File: src/rtl/seq_alu_param_if.sv
// seq_alu_param_if: START/DONE operand and result bundle for the multi-cycle ALU.
interface seq_alu_param_if #(parameter int WIDTH = 40);
    logic             start;
    logic [1:0]       op;
    logic             sgn;
    logic [WIDTH-1:0] a;
    logic [WIDTH-1:0] b;
    logic             busy;
    logic             done;
    logic [WIDTH-1:0] result;
    logic [WIDTH-1:0] result_hi;
    logic             cout;
    logic             ovf;
    logic             divz;
    modport master (output start, op, sgn, a, b,
                    input  busy, done, result, result_hi, cout, ovf, divz);
    modport slave  (input  start, op, sgn, a, b,
                    output busy, done, result, result_hi, cout, ovf, divz);
endinterface

File: src/rtl/seq_alu_param.sv
// seq_alu_param: multi-cycle add/sub/mul/div ALU, signed or unsigned, START/DONE handshake.
module seq_alu_param #(parameter int WIDTH = 40) (
    input logic           i_clk,
    input logic           i_rst,
    seq_alu_param_if.slave bus
);
    localparam int CW = $clog2(WIDTH);
    typedef enum logic [2:0] {IDLE, EXEC, ITER, FIX, FIN} state_t;
    state_t             r_state;
    logic [1:0]         r_op;
    logic               r_sgn, r_sa, r_sb, r_busy, r_done, r_cout, r_ovf, r_divz;
    logic [WIDTH-1:0]   r_a, r_b, r_ma, r_mb, r_res, r_hi;
    logic [2*WIDTH-1:0] r_acc;
    logic [CW-1:0]      r_cnt;
    logic               w_na, w_nb, w_dz, w_asovf, w_fovf;
    logic [WIDTH-1:0]   w_ma, w_mb, w_q, w_r, w_ph;
    logic [WIDTH:0]     w_as, w_sum, w_sh, w_diff;
    logic [2*WIDTH-1:0] w_step, w_prod;
    assign w_na = bus.sgn & bus.a[WIDTH-1];
    assign w_nb = bus.sgn & bus.b[WIDTH-1];
    assign w_ma = w_na ? -bus.a : bus.a;
    assign w_mb = w_nb ? -bus.b : bus.b;
    assign w_as = {1'b0, r_a} + {1'b0, r_op[0] ? ~r_b : r_b} + (WIDTH+1)'(r_op[0]);
    assign w_dz = &r_op;
    assign w_asovf = r_sgn ? (r_a[WIDTH-1] == (r_b[WIDTH-1] ^ r_op[0])) && (w_as[WIDTH-1] != r_a[WIDTH-1])
                           : w_as[WIDTH] ^ r_op[0];
    // Multiply shifts the accumulator right; divide shifts the partial remainder left.
    assign w_sum  = {1'b0, r_acc[2*WIDTH-1:WIDTH]} + (r_acc[0] ? {1'b0, r_ma} : '0);
    assign w_sh   = {r_acc[2*WIDTH-1:WIDTH], r_acc[WIDTH-1]};
    assign w_diff = w_sh - {1'b0, r_mb};
    assign w_step = !r_op[0] ? {w_sum, r_acc[WIDTH-1:1]}
                  : w_diff[WIDTH] ? {w_sh[WIDTH-1:0], r_acc[WIDTH-2:0], 1'b0}
                  : {w_diff[WIDTH-1:0], r_acc[WIDTH-2:0], 1'b1};
    assign w_prod = (r_sa ^ r_sb) ? -r_acc : r_acc;
    assign w_ph   = w_prod[2*WIDTH-1:WIDTH];
    assign w_q    = (r_sa ^ r_sb) ? -r_acc[WIDTH-1:0] : r_acc[WIDTH-1:0];
    assign w_r    = r_sa ? -r_acc[2*WIDTH-1:WIDTH] : r_acc[2*WIDTH-1:WIDTH];
    // A quotient magnitude reaching 2^(WIDTH-1) with positive sign only arises from MIN/-1.
    assign w_fovf = r_op[0] ? r_sgn & ~(r_sa ^ r_sb) & r_acc[WIDTH-1]
                  : r_sgn ? w_ph != {WIDTH{w_prod[WIDTH-1]}} : |w_ph;
    always_ff @(posedge i_clk) begin
        if (i_rst) begin
            r_state <= IDLE;
            r_op    <= '0;
            r_sgn   <= 1'b0;
            r_sa    <= 1'b0;
            r_sb    <= 1'b0;
            r_busy  <= 1'b0;
            r_done  <= 1'b0;
            r_cout  <= 1'b0;
            r_ovf   <= 1'b0;
            r_divz  <= 1'b0;
            r_a     <= '0;
            r_b     <= '0;
            r_ma    <= '0;
            r_mb    <= '0;
            r_res   <= '0;
            r_hi    <= '0;
            r_acc   <= '0;
            r_cnt   <= '0;
        end else begin
            case (r_state)
                IDLE: if (bus.start) begin
                    r_op    <= bus.op;
                    r_sgn   <= bus.sgn;
                    r_a     <= bus.a;
                    r_b     <= bus.b;
                    r_sa    <= w_na;
                    r_sb    <= w_nb;
                    r_ma    <= w_ma;
                    r_mb    <= w_mb;
                    r_acc   <= {{WIDTH{1'b0}}, bus.op[0] ? w_ma : w_mb};
                    r_cnt   <= CW'(WIDTH - 1);
                    r_busy  <= 1'b1;
                    r_state <= (!bus.op[1] || (bus.op[0] && bus.b == '0)) ? EXEC : ITER;
                end
                EXEC: begin
                    r_res   <= w_dz ? '1 : w_as[WIDTH-1:0];
                    r_hi    <= w_dz ? r_a : '0;
                    r_cout  <= !w_dz & w_as[WIDTH];
                    r_ovf   <= !w_dz & w_asovf;
                    r_divz  <= w_dz;
                    r_busy  <= 1'b0;
                    r_done  <= 1'b1;
                    r_state <= FIN;
                end
                ITER: begin
                    r_acc   <= w_step;
                    r_cnt   <= r_cnt - CW'(1);
                    r_state <= r_cnt == '0 ? FIX : ITER;
                end
                FIX: begin
                    r_res   <= r_op[0] ? w_q : w_prod[WIDTH-1:0];
                    r_hi    <= r_op[0] ? w_r : w_ph;
                    r_cout  <= 1'b0;
                    r_ovf   <= w_fovf;
                    r_divz  <= 1'b0;
                    r_busy  <= 1'b0;
                    r_done  <= 1'b1;
                    r_state <= FIN;
                end
                FIN: begin
                    r_done  <= 1'b0;
                    r_state <= IDLE;
                end
                default: r_state <= IDLE;
            endcase
        end
    end
    assign bus.busy      = r_busy;
    assign bus.done      = r_done;
    assign bus.result    = r_res;
    assign bus.result_hi = r_hi;
    assign bus.cout      = r_cout;
    assign bus.ovf       = r_ovf;
    assign bus.divz      = r_divz;
endmodule

File: src/flat_wrapper.sv
// flat-port wrapper written by rule: the top's interface ports become plain ports
module seq_alu_param_flat 
#(parameter int WIDTH = 40)
  (i_clk, i_rst, bus_start, bus_op, bus_sgn, bus_a, bus_b, bus_busy, bus_done, bus_result, bus_result_hi, bus_cout, bus_ovf, bus_divz);
  seq_alu_param_if #(.WIDTH(WIDTH)) bus_i ();
  input logic i_clk;
  input logic i_rst;
  input wire logic [$bits(bus_i.start)-1:0] bus_start;
  input wire logic [$bits(bus_i.op)-1:0] bus_op;
  input wire logic [$bits(bus_i.sgn)-1:0] bus_sgn;
  input wire logic [$bits(bus_i.a)-1:0] bus_a;
  input wire logic [$bits(bus_i.b)-1:0] bus_b;
  output wire logic [$bits(bus_i.busy)-1:0] bus_busy;
  output wire logic [$bits(bus_i.done)-1:0] bus_done;
  output wire logic [$bits(bus_i.result)-1:0] bus_result;
  output wire logic [$bits(bus_i.result_hi)-1:0] bus_result_hi;
  output wire logic [$bits(bus_i.cout)-1:0] bus_cout;
  output wire logic [$bits(bus_i.ovf)-1:0] bus_ovf;
  output wire logic [$bits(bus_i.divz)-1:0] bus_divz;
  assign bus_i.start = bus_start;
  assign bus_i.op = bus_op;
  assign bus_i.sgn = bus_sgn;
  assign bus_i.a = bus_a;
  assign bus_i.b = bus_b;
  assign bus_busy = bus_i.busy;
  assign bus_done = bus_i.done;
  assign bus_result = bus_i.result;
  assign bus_result_hi = bus_i.result_hi;
  assign bus_cout = bus_i.cout;
  assign bus_ovf = bus_i.ovf;
  assign bus_divz = bus_i.divz;
  seq_alu_param #(.WIDTH(WIDTH)) u_core (.i_clk(i_clk), .i_rst(i_rst), .bus(bus_i));
endmodule
File: config.mk
export PLATFORM = sky130hd
export DESIGN_NAME = seq_alu_param_flat
export DESIGN_NICKNAME = d
export VERILOG_FILES = /design/src/rtl/seq_alu_param_if.sv /design/src/rtl/seq_alu_param.sv /design/src/flat_wrapper.sv
export SDC_FILE = /design/constraint.sdc
export NUM_CORES = 1
export LEC_CHECK = 0
export CORE_UTILIZATION = 50
export CTS_CLUSTER_DIAMETER = 80
export CTS_CLUSTER_SIZE = 10
export DETAILED_ROUTE_END_ITERATION = 6
export PLACE_DENSITY = 0.69
export SLEW_MARGIN = 25
export SYNTH_ARGS = -nofsm -noshare
export SYNTH_HDL_FRONTEND = slang
export SYNTH_SLANG_ARGS = --single-unit
export TNS_END_PERCENT = 1
File: constraint.sdc
create_clock -name i_clk -period 6.7 [get_ports i_clk]
set_input_delay 2.01 -clock i_clk [delete_from_list [all_inputs] [get_ports i_clk]]
set_output_delay 2.01 -clock i_clk [all_outputs]
set_load 0.01 [all_outputs]
==> flow_summary.yaml, run 1 <==
floorplanning:
  initial_utilization: 0.510
  dieHeight_microns: 231
  io_pins: 171
  fp.dieW_microns: 231
  rows: 83
  core-area_sq_um: 51600
  fp.dieArea_sq_um: 53500
global_routing:
  grt_max_degree: 165
  grt_pass1_vias: 26300
  grt_use_total: 0.422
  grt-ovfl-total: 0
  antenna_found_initial: 10
  grt_pass1_wl_microns: 169000
min_path:
  holdCritStartpoint: "u_core.bus.result[27]"
  holdPathEnd: "u_core.bus.result[27]"
  holdPathStages: 2
  min_path_type: "reg2reg"
synth:
  synth_cell_types: 86
  synth_ff_type: "dfxtp_1"
  syn_inst: 3540
  synth_top_area_share: 0.256
  synthArstFlopShare: 0
  synth-warning-count: 0
  synth-seq-cells: 337
  synth-seq-area-share: 0.256
  synth-edff-count: 0
  ys_top_cells_by_area: "dfxtp_1 26%, a21oi_1 6.7%, ha_1 5.9%"
  syn_area_per_cell_sq_um: 7.43
  syn-num-nets: 3753
  syn-cell-area_sq_um: 26300
  synth_top_area_cell: "dfxtp_1"
finish:
  drive_gt1_frac: 0.0456
  finalNetCount: 3760
  syn_to_final_growth_pct: 12.0
  final_cells: 4236
sta:
  fin_ws_ns: 1.34
  finalHoldViolCount: 0
  clock_skew_ns: 0.0204
  finalSetupTns_ns: 0
  slew_headroom: 0.288
  tightest_slew_ns: 1.05
  setup_violations: 0
  fin_crit_ns: 5.36
  fmax_mhz: 187
  finalCritPeriodShare: 0.800
  rsz0062_at_grt: "false"
  drv_slew: 0
placed_design:
  post-place-ws_ns: 0.866
  place_congestion: 1.07
  place_inst: 4185
  dp_hpwl_microns: 88900
  portBuffers: 170
worst_setup_path:
  slowest_stage: "or4_1"
  startpoint: "bus_a[6]"
  r2r_cells: 16
  r2r_start: "u_core.r_acc[0]"
  cp_max_fo: 6
  cp-end-kind: "register"
  r2r_slack_ns: 1.36
  reg2reg_to: "u_core.r_acc[71]"
  cp_cell_sequence: "clkdlybuf4s50_1 -> or4_1 -> nor3_1 -> and3_1 -> nand2_1 -> or3_1 -> nor3_1 -> nand2_1 -> o21ai_1 -> xor2_1 -> a21oi_1 -> o2bb2ai_1"
  max_stage_delay_ns: 0.60
  crit_type: "in2reg"
  worstSetupStartpointType: "primary input"
  crit_required_ns: 7.14
  cp_data_arrival_time_ns: 5.80
power_and_ir_drop:
  total_power_mw: 6.68
  ir_drop_uv: 212
  power-per-cell-area_nw_per_um2: 227
  p_leak_nw: 11.8
cts:
  cts_max_level: 2
  cts_root_buf: "clkbuf_16"
  clkTransAtPathRegs_ns: 0.05
  cts_hold_buf: 0
  clock_path_buffers: 3
  clock-sinks: 337
  cts_tree: "yes"
  cts_resized: 0
  clk_latency_ns: 0.59
  cts_setup_buffers: 0
  cts_buffers: 40
drt:
  avgRoutedWirePerCell_microns: 27.4
  vias_per_cell: 6.69
  antenna_left: 0
  drc: 0
  first_iter_violations: 3755
  first_pass_iters: 6
  wl_microns: 116000
  vias: 28300
job:
  maxCapViolations: 0
run_status:
  status: "completed"
-- cell usage after synthesis (11+ instances only) --
library cell	number
o211ai_1	17
o21ai_1	15
buf_1	16
a221o_1	12
xnor2_1	167
nor2_1	384
nand2_1	372
nand4_1	36
xor2_1	158
o31ai_1	30
a311oi_1	16
nor2b_1	15
a221oi_1	75
inv_1	104
a21o_1	76
dfxtp_1	337
a211oi_1	107
a31oi_1	48
o31a_1	11
ha_1	124
or3_1	24
o221ai_1	11
clkbuf_1	221
and2_1	56
or2_2	13
nand2b_1	34
a21oi_1	351
o21a_1	16
and3_1	26
o21bai_1	18
nor4_1	43
buf_2	14
nor3_1	109
mux2i_1	83
o22ai_1	12
nand3_1	78
or4_1	14
o21ai_0	145
-- sequential cells by signal, summed over array words and instances, names as in the netlist --
signal	count
u_core.bus.result_hi	40
u_core.r_sb	1
u_core.r_b	39
u_core.r_acc	80
u_core.r_sa	1
u_core.r_sgn	1
u_core.bus.ovf	1
u_core.r_state	3
u_core.bus.result	40
u_core.r_mb	40
u_core.r_ma	40
u_core.r_a	39
u_core.bus.busy	1
u_core.bus.done	1
u_core.r_op	2
u_core.r_cnt	6
u_core.bus.cout	1
u_core.bus.divz	1
-- final cells by class --
type                       count  area (sq um)
sequential                   337          6750
inverter                     104           390
multi-input combinational   2841         18200
fill                        4873         22100
antenna                        4          10.0
clock buffer                  43          1040
tap                          680           851
clock inverter                 4          56.3
timing repair buffer         223          2120
-- power breakdown --
group / switching, mW / total (mW) / internal, mW
logic: 1.45 / 2.25 / 0.798
clock network: 0.869 / 2.00 / 1.13
registers: 0.246 / 2.42 / 2.18
total: 2.57 / 6.68 / 4.11
-- worst max-delay path: cells and delay by family --
kind | cells | cell delay, ns
buf+inv | 1 | 0.53
compound gates | 3 | 0.43
simple gates | 7 | 2.58
xor+xnor | 1 | 0.23
-- placed cells by master, fill, tap and decap left out, drive strengths merged, types with 83 or more instances in the layout --
cell type / instances
a21oi: 352
nor3: 112
clkdlybuf4s50: 168
a211oi: 107
nor2: 384
dfxtp: 337
ha: 124
nand2: 372
xnor2: 169
o21ai: 160
inv: 106
xor2: 159
mux2i: 83
-- cells by family (layout without fill, tap and decap cells) --
logic type	after synthesis	in the layout	synth area share
and+or+nand+nor	1251	1251	0.226
xor gates and xnor gates	328	328	0.110
buffers and inverters	362	374	0.0536
muxes	89	89	0.0341
adders and majority gates	127	127	0.0612
AOI/OAI and AO/OA	1046	1046	0.259
DFF	337	337	0.256
other	0	4	0
-- stage by stage --
stage	area (sq um)	utilization	hold slack (ns)
floorplan	26300	-	0.432
global placement	28400	0.549	0.447
detailed placement	28400	0.549	0.452
CTS	29500	0.571	0.459
global route	29500	0.571	0.479
finish	29500	0.571	0.457
-- worst max-delay path by stage --
stage / end / slack [ns] / depth (start not counted)
2_1_floorplan: u_core.bus.result[38] / 1.58 / 19
3_3_place_gp: u_core.r_acc[36] / 1.03 / 12
3_5_place_dp: u_core.r_acc[38] / 0.87 / 12
4_1_cts: u_core.r_acc[38] / 1.48 / 12
5_1_grt: u_core.r_acc[36] / 1.19 / 12
6_report: u_core.r_acc[38] / 1.34 / 12
-- per-layer routing --
| layer | global-route usage | part of all wire | vias up |
|---|---|---|---|
| met5 | 0 | 0.00084 | - |
| met4 | 0.265 | 0.071 | 14 |
| met3 | 0.109 | 0.11 | 422 |
| met2 | 0.647 | 0.43 | 1726 |
| met1 | 0.526 | 0.38 | 13400 |
| li1 | - | - | 12800 |
Power figures use the tool's default switching activity.
==> run 2: changes to the inputs <==
--- a/config.mk
+++ b/config.mk
@@ -9,7 +9,7 @@
 export CTS_CLUSTER_DIAMETER = 80
 export CTS_CLUSTER_SIZE = 10
 export DETAILED_ROUTE_END_ITERATION = 6
-export PLACE_DENSITY = 0.69
+export PLACE_DENSITY = 0.72
 export SLEW_MARGIN = 25
 export SYNTH_ARGS = -nofsm -noshare
 export SYNTH_HDL_FRONTEND = slang
==> constraint.sdc (replaced) <==
create_clock -name i_clk -period 4.4 [get_ports i_clk]
set_input_delay 1.32 -clock i_clk [delete_from_list [all_inputs] [get_ports i_clk]]
set_output_delay 1.32 -clock i_clk [all_outputs]
set_load 0.01 [all_outputs]
==> run 2 against run 1 <==
  * Die area unchanged
  * Final cell count increased by 4.8%
  * Combinational power up 68%
  * Power is 56% higher
  * Via count grew 1.5%
  * Sequential power grew 49%
  * Non-clock buffer count rose by 202
  * Clock power rose by 52%
  * Clock skew is 0.0025 ns higher
  * Count of clock-buffer cells in the layout up 3
  * Utilization is 3.1 points higher
  * Critical path type is now reg2reg
  * Highest routed layer unchanged
==> flow_summary.yaml, run 2 (synthesis results as in run 1) <==
run_status:
  status: "completed"
worst_setup_path:
  cp_cell_sequence: "nor4_4 -> nand4_1 -> or4_4 -> o41ai_4 -> xor2_2 -> nand4_1 -> or4_1 -> o31a_1 -> o22ai_1 -> buf_4 -> a311oi_1"
  cp_common_cell: "nand4_1"
  cp_max_fo: 6
  crit_required_ns: 4.82
  cp_num_buf_inv: 1
  cp_data_arrival_time_ns: 4.61
  max_stage_delay_ns: 0.71
  slowest_stage: "or4_4"
  worstSetupStartpointType: "register"
  crit_type: "reg2reg"
  cp_top_family: "simple AND/OR/NAND/NOR gates"
  cp-end-kind: "register"
drt:
  top_layer: "met5"
  antenna_left: 0
  route.met2.wl_microns: 49700
  first_pass_iters: 7
  first_iter_violations: 3672
  avgRoutedWirePerCell_microns: 26.0
  m1WireLength_microns: 44200
  vias: 28800
  routed-wl-met3_microns: 13600
  wl_microns: 115000
  vias_per_cell: 6.48
  drc: 0
placed_design:
  place_inst: 4385
  post-place-ws_ns: -0.0950
  dp_hpwl_microns: 89700
  place_congestion: 1.07
  portBuffers: 170
sta:
  tightest_slew_ns: 1.09
  rsz0062_at_grt: "false"
  setup_violations: 0
  drv_slew: 0
  finalCritPeriodShare: 0.952
  fmax_mhz: 239
  clock_skew_ns: 0.0228
  fin_ws_ns: 0.210
  slew_headroom: 0.270
  fin_crit_ns: 4.19
  finalHoldViolCount: 0
power_and_ir_drop:
  p_int_mw: 6.45
  p_sw_frac: 0.381
  seq_power_share: 0.346
  switching_power_mw: 3.97
  p_leak_nw: 12.8
  ir_drop_uv: 332
  power-per-cell-area_nw_per_um2: 335
  clockPowerShare: 0.291
  combPwrFrac: 0.363
finish:
  final_util: 0.602
  regMostFlops: "u_core.r_acc"
  drive_gt1_frac: 0.0982
  largest_reg_flops: 80
  mostFrequentLayoutCells: "382 x nor2_1, 371 x nand2_1, 350 x a21oi_1, 335 x dfxtp_1, 249 x buf_4"
  mostFrequentLayoutCell: "nor2_1"
  syn_to_final_growth_pct: 18.0
  fillers: 4905
  finalNetCount: 3962
  final_cells: 4439
floorplanning:
  dieHeight_microns: 231
  fp.dieW_microns: 231
  fp.dieArea_sq_um: 53500
  initial_utilization: 0.510
  rows: 83
  core-area_sq_um: 51600
  io_pins: 171
cts:
  clock_path_buffers: 3
  cts_buffers: 40
  clkTransAtPathRegs_ns: 0.06
  cts_max_level: 2
  cts_root_buf: "clkbuf_16"
  clock-sinks: 337
  cts_tree: "yes"
  clk_latency_ns: 0.58
global_routing:
  grt_max_degree: 150
  antenna_found_initial: 6
  grt_use_total: 0.420
  grt-ovfl-total: 0
  grt_pass1_vias: 26400
  grt_pass1_wl_microns: 167000
job:
  maxCapViolations: 0
min_path:
  min_path_type: "reg2reg"
run 2: layout make-up:
cell class | count | area, sq um | share of cell area
Inverter | 104 | 390 | 0.0126
Sequential cell | 337 | 6750 | 0.217
Timing Repair Buffer | 425 | 3690 | 0.119
Clock inverter | 4 | 55.1 | 0.00177
Clock buffer | 46 | 1040 | 0.0336
Tap cell | 680 | 851 | 0.0274
Multi-Input combinational cell | 2841 | 18300 | 0.588
Antenna cell | 2 | 5.00 | 0.000161
run 2: per-layer routing:
metal	vias up	global-route usage
met5	-	0
met4	12	0.250
met3	421	0.108
met2	1725	0.645
met1	13400	0.528
li1	13200	-
run 2: final timing paths:
| path | from | to | slack, ns | cells past startpoint |
|---|---|---|---|---|
| hold reg to reg | u_core.bus.result[34] | u_core.bus.result[34] | 0.45 | 1 |
| setup reg to reg | u_core.r_acc[15] | u_core.bus.ovf | 0.21 | 11 |
| setup / recovery | u_core.r_acc[15] | u_core.bus.ovf | 0.21 | 11 |
| hold / removal | u_core.bus.result[34] | u_core.bus.result[34] | 0.45 | 1 |
run 2: power by group through the flow:
stage / clock [mW] / sequential [mW] / combinational (mW)
finish: 3.03 / 3.60 / 3.78
global route: 3.17 / 3.61 / 4.03
CTS: 3.06 / 3.58 / 3.66
detailed placement: 0 / 3.64 / 3.64
global placement: 0 / 3.63 / 3.64
floorplan: 0 / 3.53 / 2.27
run 2: stage by stage:
| step | TNS [ns] | power [mW] | area, sq um | hold slack (ns) |
|---|---|---|---|---|
| finish | 0 | 10.4 | 31100 | 0.452 |
| global route | 0 | 10.8 | 31100 | 0.475 |
| CTS | 0 | 10.3 | 31000 | 0.452 |
| detailed placement | -0.358 | 7.28 | 29900 | 0.440 |
| global placement | -0.0678 | 7.27 | 29900 | 0.439 |
| floorplan | -0.0434 | 5.80 | 26300 | 0.432 |
run 2: repair_timing:
action,CTS,global route
hold endpoints to repair,0,0
gates resized for setup,0,4
endpoints found under the setup margin,0,14
hold buffers,0,0
buffers inserted,0,2
